`src/rtl/cc_serializer_unit.sv`:
```
// Serializes 512-bit cache lines from a show-ahead FIFO into 8 x 64-bit R-channel beats.
// The burst starts at the line's critical word and wraps around; bursts run back-to-back.
module cc_serializer_unit (
   input  logic         clk,
   input  logic         rst,
   input  logic         fifo_empty_i,
   input  logic [514:0] fifo_rdata_i,
   output logic         fifo_rden_o,
   output logic [63:0]  inct_rdata_o,
   output logic         inct_rlast_o,
   output logic         inct_rvalid_o,
   input  logic         inct_rready_i,
   output logic         busy_o
);

   typedef enum logic {ST_IDLE, ST_SEND} state_t;

   state_t       r_state;
   logic [2:0]   r_cnt;
   logic [2:0]   r_off;
   logic [511:0] r_line;

   state_t       w_state_nxt;
   logic         w_pop;
   logic         w_xfer;
   logic         w_last;
   logic [2:0]   w_idx;

   // Word index wraps naturally in 3 bits, giving the critical-word-first order.
   assign w_idx  = r_off + r_cnt;
   assign w_last = (r_state == ST_SEND) && (r_cnt == 3'd7);
   assign w_xfer = (r_state == ST_SEND) && inct_rready_i;

   always_comb begin
      w_state_nxt = r_state;
      w_pop       = 1'b0;
      case (r_state)
         ST_IDLE: begin
            if (!fifo_empty_i && !rst) begin
               w_pop       = 1'b1;
               w_state_nxt = ST_SEND;
            end
         end
         ST_SEND: begin
            // Pop the next line on the final handshake so bursts stay contiguous.
            if (w_xfer && w_last) begin
               if (!fifo_empty_i && !rst) begin
                  w_pop = 1'b1;
               end else begin
                  w_state_nxt = ST_IDLE;
               end
            end
         end
         default: w_state_nxt = ST_IDLE;
      endcase
   end

   always_ff @(posedge clk) begin
      if (rst) begin
         r_state <= ST_IDLE;
         r_cnt   <= 3'd0;
         r_off   <= 3'd0;
         r_line  <= '0;
      end else begin
         r_state <= w_state_nxt;
         if (w_pop) begin
            r_line <= fifo_rdata_i[511:0];
            r_off  <= fifo_rdata_i[514:512];
            r_cnt  <= 3'd0;
         end else if (w_xfer) begin
            r_cnt <= r_cnt + 3'd1;
         end
      end
   end

   assign fifo_rden_o   = w_pop;
   assign inct_rvalid_o = (r_state == ST_SEND);
   assign inct_rlast_o  = w_last;
   assign inct_rdata_o  = (r_state == ST_SEND) ? r_line[w_idx*64 +: 64] : 64'h0;
   assign busy_o        = (r_state == ST_SEND);

endmodule

```
`config.mk`:
```
export PLATFORM = sky130hd
export DESIGN_NAME = cc_serializer_unit
export DESIGN_NICKNAME = d
export VERILOG_FILES = /design/src/rtl/cc_serializer_unit.sv
export SDC_FILE = /design/constraint.sdc
export NUM_CORES = 1
export LEC_CHECK = 0
export BUFFER_PORTS_ARGS = -buffer_cell sky130_fd_sc_hd__buf_2
export CAP_MARGIN = 20
export CORE_ASPECT_RATIO = 0.5
export CORE_MARGIN = 2
export CORE_UTILIZATION = 52
export CTS_CLUSTER_SIZE = 20
export DETAILED_ROUTE_END_ITERATION = 12
export MAX_ROUTING_LAYER = met4
export PLACE_DENSITY = 0.89
export SLEW_MARGIN = 20
export SYNTH_ARGS = -nofsm -noshare
export SYNTH_HDL_FRONTEND = slang
export SYNTH_SLANG_ARGS = --single-unit
export TNS_END_PERCENT = 5
```
`constraint.sdc`:
```
create_clock -name clk -period 3.3 [get_ports clk]
set_input_delay 0.33 -clock clk [delete_from_list [all_inputs] [get_ports clk]]
set_output_delay 0.33 -clock clk [all_outputs]
set_load 0.01 [all_outputs]
```
==> reports/metrics.cfg, run 1 <==
[flow_run]
max_cap_viol_count=0

[pwr]
clkPwrFrac_pct=38.0
internal-power_mw=11.2
power_mw=15.2
p_sw_share_pct=26.2
p_sw_mw=3.97
sequentialPowerShare_pct=45.9
leakage_nw=12.7
irDropWorstVdd_v=0.000409
combPwrFrac_pct=16.1
p_per_area_mw_per_mm2=510

[die]
coreArea_mm2=0.0377
pin_count=587
start_util_pct=53.2
fp.dieW_um=282
die_y_um=143
num_rows=50
dieArea_mm2=0.0403

[clock_network]
htreeDepth=2
path_clk_slew_ns=0.08
cts_inserted_buffers=45
cts_root_buf=clkbuf_16
clock_latency_ns=0.57
cts.sinks=519
cts_tree=built
clockBufferDepth=3

[critical_path]
required_ns=2.97
cp_max_fo=7
critPathKind=reg2out
crit_path_cell_trace=ha_4, inv_2, fa_4, buf_12, buf_6, buf_16, mux4_2, nand2_1, a21boi_1, buf_2
crit_family=adder cells
arrival_ns=3.11
critPathSlowestCell=fa_4
cp-start-kind=flip-flop
critPathMaxStageDelay_ns=0.79
cp-end-kind=output pin
crit_buf_inv=5

[synth]
syn-mean-instance-area_um2=13.0
synthArstFlopShare_pct=0
ys_warn_count=0
synth_nets=2066
synth_flop_cell=dfxtp_1
ys_types=23
yosysSeqAreaShare_pct=51.8
syn_inst=1543
synthXorXnorAreaFrac_pct=0.275
synth_edf_count=0
yosys.area_share.simple_pct=2.61
syn-cell-area_mm2=0.0201
ys_ff_latch=519
muxShareOfSynthArea_pct=14.4
synth_top_family_by_area=compound AO/OA/AOI/OAI gates
yosys.area_share.adder_pct=0.287
synth_compound_area_share_pct=25.1

[routing]
drt-total-wl_um=86500
wire_per_inst_um=27.9
dr.pass1.iters=6
drc_errors=0
viasPerCell=6.52
ant_nets=0
drtIter0Drc=2737
vias=20200

[status]
outcome=finished with violations
violations=setup timing

[timing]
setup_viol=34
worst_pin_slew_ns=1.01
hold_viol_final=0
setup_ws_ns=-0.140
period_needed_ns=3.44
max_freq_mhz=291
fin_crit_sh_pct=104
skew_ns=0.0190
grt_setup_unrepaired=true
relSlewSlack_pct=32.8
finalMaxSlewViolations=0

[grt]
antenna_found_initial=30
globalRouteOverflowTotal=0
first_global_vias=20600
grt_max_degree=123
track_usage_pct=41.7
grt_pass1_wl_um=122000

[finish]
utilization_pct=78.8
mostFrequentLayoutCell=buf_2
fillers=2020
drive_above_1_share_pct=36.1
nets=3028
final_cell_mix=buf_2 (583), a22o_1 (515), dfxtp_1 (515), dlygate4sd3_1 (441), mux4_2 (128)
syn_to_final_growth_pct=48.2

[worst_hold_path]
hp-class=in2reg

[placement]
io_buffers=586
hpwl_um=43700
gp_congestion=1.01

[worst paths after layout]
check	startpoint	to	slack (ns)	cells past startpoint
setup / recovery	r_off[0]	inct_rdata_o[46]	-0.14	10
setup reg to reg	r_cnt[0]	r_line[418]	0.76	8
hold / removal	fifo_rdata_i[250]	r_line[250]	0.003	2
hold reg to reg	r_cnt[1]	r_cnt[1]	0.47	2
[registers in the layout, summed over array words and instances, names as in the netlist]
register	flops
busy_o	1
r_cnt	3
r_line	512
r_off	3
[power groups by stage]
stage	sequential [mW]	combinational, mW	clock (mW)
after floorplan	6.92	1.15	0
after global placement	7.00	1.67	0
after detailed placement	7.02	1.71	0
after CTS	6.89	2.20	5.59
after global routing	6.97	2.54	6.03
final	6.96	2.44	5.76
[Yosys cell counts, drive strengths merged (2+ instances only)]
| cell type | count | area share [%] |
|---|---|---|
| a21oi | 4 | 0.10 |
| nand2 | 131 | 2.5 |
| buf | 150 | 5.2 |
| dfxtp | 519 | 52 |
| a21boi | 64 | 2.4 |
| nand3 | 2 | 0.050 |
| clkbuf | 14 | 0.26 |
| a22o | 515 | 22 |
| ha | 3 | 0.19 |
| inv | 4 | 0.075 |
| mux4 | 128 | 14 |
[area by class of cell]
type | instances | area, um^2 | share of cell area, %
clock inverters | 14 | 155 | 0.522
clock buffers | 66 | 1400 | 4.70
inverters | 4 | 15.0 | 0.0505
multi-input cells | 856 | 8780 | 29.5
well taps | 520 | 651 | 2.19
repair buffers | 1079 | 8230 | 27.7
diodes | 40 | 100 | 0.337
flip-flops and latches | 519 | 10400 | 35.0
[per-layer routing]
metal	GRT usage, %	part of all wire (%)	up-vias
met2	63.8	46	1832
met4	32.6	9.2	0
met1	45.8	34	9578
met3	13.0	10	772
met5	-	0	-
li1	-	-	8018
[worst reg2reg max path, stage by stage, from the launching register on]
cell and delay (ns):
dfxtp_4 0.36, buf_4 0.12, ha_1 0.16, ha_1 0.19
a21bo_2 0.21, nor3b_4 0.25, buf_12 0.34, buf_4 0.54
a22o_1 0.32
[stage by stage]
| stage | cell area (um^2) | cells | hold slack, ns | TNS, ns | setup WS [ns] |
|---|---|---|---|---|---|
| finish | 29700 | 3098 | 0.00321 | -1.81 | -0.140 |
| global route | 29700 | 3087 | -0.0128 | -5.64 | -0.223 |
| CTS | 28900 | 3012 | 0.000204 | -2.74 | -0.117 |
| detailed placement | 23100 | 2516 | 0.453 | 0 | 0.312 |
| global placement | 23100 | 2516 | 0.450 | 0 | 0.327 |
| floorplan | 20100 | 1543 | 0.399 | 0 | 0.793 |
[cells by family (layout without fill, tap and decap cells)]
| family | count (synthesis) | in the layout |
|---|---|---|
| other cells | 0 | 40 |
| simple gates | 136 | 136 |
| xor+xnor | 3 | 3 |
| mux | 128 | 128 |
| flops | 519 | 519 |
| buf+inv | 168 | 1163 |
| fa+ha+maj | 4 | 4 |
| compound gates | 585 | 585 |
[timing repair]
| item | 4_1_cts | 5_1_grt |
|---|---|---|
| setup endpoints to repair | 52 | 64 |
| hold buffers | 400 | 41 |
| setup buffers | 10 | 3 |
| resized for setup | 45 | 106 |
| endpoints found under the hold margin | 400 | 41 |
| gates cloned | 6 | 2 |
| pin swaps | 19 | 30 |
(Power assumes the default switching activity.)
==> run 2: changes to the inputs <==
- CELL_PAD_IN_SITES_DETAIL_PLACEMENT: default -> 1
- CELL_PAD_IN_SITES_GLOBAL_PLACEMENT: default -> 2
- CORE_UTILIZATION: 52 -> 34
==> run 2 against run 1 <==
The flow still finishes with violations (setup timing); sequential share of layout area is 1.8 points lower; register-to-register slack lost 0.27 ns; critical path depth shrank 1; worst hold slack gained 0.030 ns; maximum frequency down 1.2%; sequential cell count unchanged; routed wire length grew 18%; core utilization is 25 points lower; combinational power is 8% higher; global-route usage shrank 9.7 points; clock skew grew 0.0055 ns; setup slack got worse by 0.041 ns; largest power group unchanged.
==> reports/metrics.cfg, run 2 (synthesis gave the netlist of run 1 again) <==
[clock_network]
path_clk_slew_ns=0.07
clock_latency_ns=0.61
cts_tree=built
cts_root_buf=clkbuf_16
clockBufferDepth=3
htreeDepth=2
cts_inserted_buffers=50
cts.sinks=519

[timing]
worst_pin_slew_ns=0.890
setup_ws_ns=-0.181
finalMaxSlewViolations=0
relSlewSlack_pct=40.7
skew_ns=0.0244
period_needed_ns=3.48
hold_viol_final=0
grt_setup_unrepaired=true
hold-worst-slack_ns=0.0332
max_freq_mhz=287
finalSetupTns_ns=-4.97
setup_viol=54
fin_crit_sh_pct=105

[finish]
syn_to_final_growth_pct=56.4
final-seq-area_mm2=0.0104
multi_input_area_mm2=0.00884
top_register=r_line
utilization_pct=54.2
nets=3127
mostFrequentLayoutCell=buf_2
largest_reg_flops=512
drive_above_1_share_pct=35.7
final_cell_mix=buf_2 (583), dlygate4sd3_1 (516), a22o_1 (515), dfxtp_1 (515), mux4_2 (128)
fillers=6099
reg_top3=r_line x512, r_cnt x3, r_off x3
final_area_mm2=0.0314

[grt]
antenna_found_initial=65
first_global_vias=22200
grt_max_degree=102
track_usage_pct=32.0
globalRouteOverflowTotal=0
grt_pass1_wl_um=142000

[placement]
dp_slack_ns=0.227
gp_congestion=0.904
io_buffers=586
placed_area_mm2=0.0235
hpwl_um=50700

[pwr]
irDropWorstVdd_v=0.000322
p_per_area_mw_per_mm2=506
leakage_nw=13.2

[critical_path]
cp-end-kind=output pin
cp_max_fo=7
required_ns=2.97
arrival_ns=3.15
reg2regPathDepth=6
cp-start-kind=flip-flop
critPathKind=reg2out

[die]
dieArea_mm2=0.0611
pin_count=587
num_rows=62
die_y_um=176
start_util_pct=34.7
fp.dieW_um=347
coreArea_mm2=0.0579

[worst_hold_path]
hp-class=in2reg
whs_path_depth=2

[routing]
drc_errors=0
dr.pass1.iters=7
drtIter0Drc=1852
ant_nets=0
vias=20200
drt-total-wl_um=102000
viasPerCell=5.77
wire_per_inst_um=29.1

[flow_run]
max_cap_viol_count=0

[status]
violations=setup timing
outcome=finished with violations

==> run 2: cell types whose count changed in the layout (fill, tap and decap cells not counted), moves of 8 or more <==
cell | previous run | this run
a21boi_0 | 3 | 14
a21boi_1 | 37 | 28
buf_4 | 16 | 27
clkbuf_8 | 15 | 7
diode_2 | 40 | 86
dlygate4sd3_1 | 441 | 516
==> run 2: final cells by class <==
cell class	count	area share [%]
antenna	86	0.686
clock buffer	64	4.45
clock inverter	29	0.981
inverter	4	0.0479
multi-input combinational	858	28.2
sequential	519	33.1
tap	768	3.06
timing repair buffer	1171	29.5
==> run 2: path summary, 6_finish.rpt <==
check | from | endpoint | slack [ns]
max | r_cnt[1] | inct_rdata_o[30] | -0.18
min | fifo_rdata_i[233] | r_line[233] | 0.03
max reg2reg | r_cnt[2] | r_line[148] | 0.49
min reg2reg | r_line[334] | r_line[334] | 0.47
==> run 2: power by group <==
| part | internal, mW | total [mW] | switching, mW | leakage [nW] |
|---|---|---|---|---|
| clock network | 3.41 | 6.28 | 2.87 | 0.832 |
| registers | 6.65 | 6.97 | 0.324 | 4.26 |
| logic | 1.47 | 2.63 | 1.16 | 8.11 |
==> run 2: what timing repair did <==
action / 4_1_cts / 5_1_grt
cloned: 10 / 2
hold buffers: 515 / 1
hold endpoints to repair: 514 / 1
endpoints found under the setup margin: 64 / 64
resized for setup: 90 / 48
buffers inserted: 15 / 2
pin swaps: 61 / 16
==> run 2: per-stage QoR <==
stage / cells / total power [mW]
final: 3499 / 15.9
after floorplan: 1543 / 8.07
after CTS: 3408 / 15.5
after detailed placement: 2775 / 8.77
after global routing: 3498 / 16.3
after global placement: 2775 / 8.73
==> run 2: per-layer routing <==
| metal | up-vias | part of all wire, % | GRT usage (%) |
|---|---|---|---|
| met5 | - | 0 | - |
| met3 | 612 | 5.5 | 5.36 |
| met1 | 10100 | 34 | 31.8 |
| li1 | 8293 | - | - |
| met4 | 0 | 9.3 | 25.2 |
| met2 | 1177 | 52 | 56.4 |
==> run 2: critical path, stage by stage, from the launching register on <==
cell and delay (ns):
dfxtp_2 0.36, inv_1 0.08, fa_4 0.88, buf_12 0.17
buf_8 0.17, buf_16 0.15, mux4_2 0.36, nand2_2 0.15
a21boi_2 0.08, buf_2 0.15
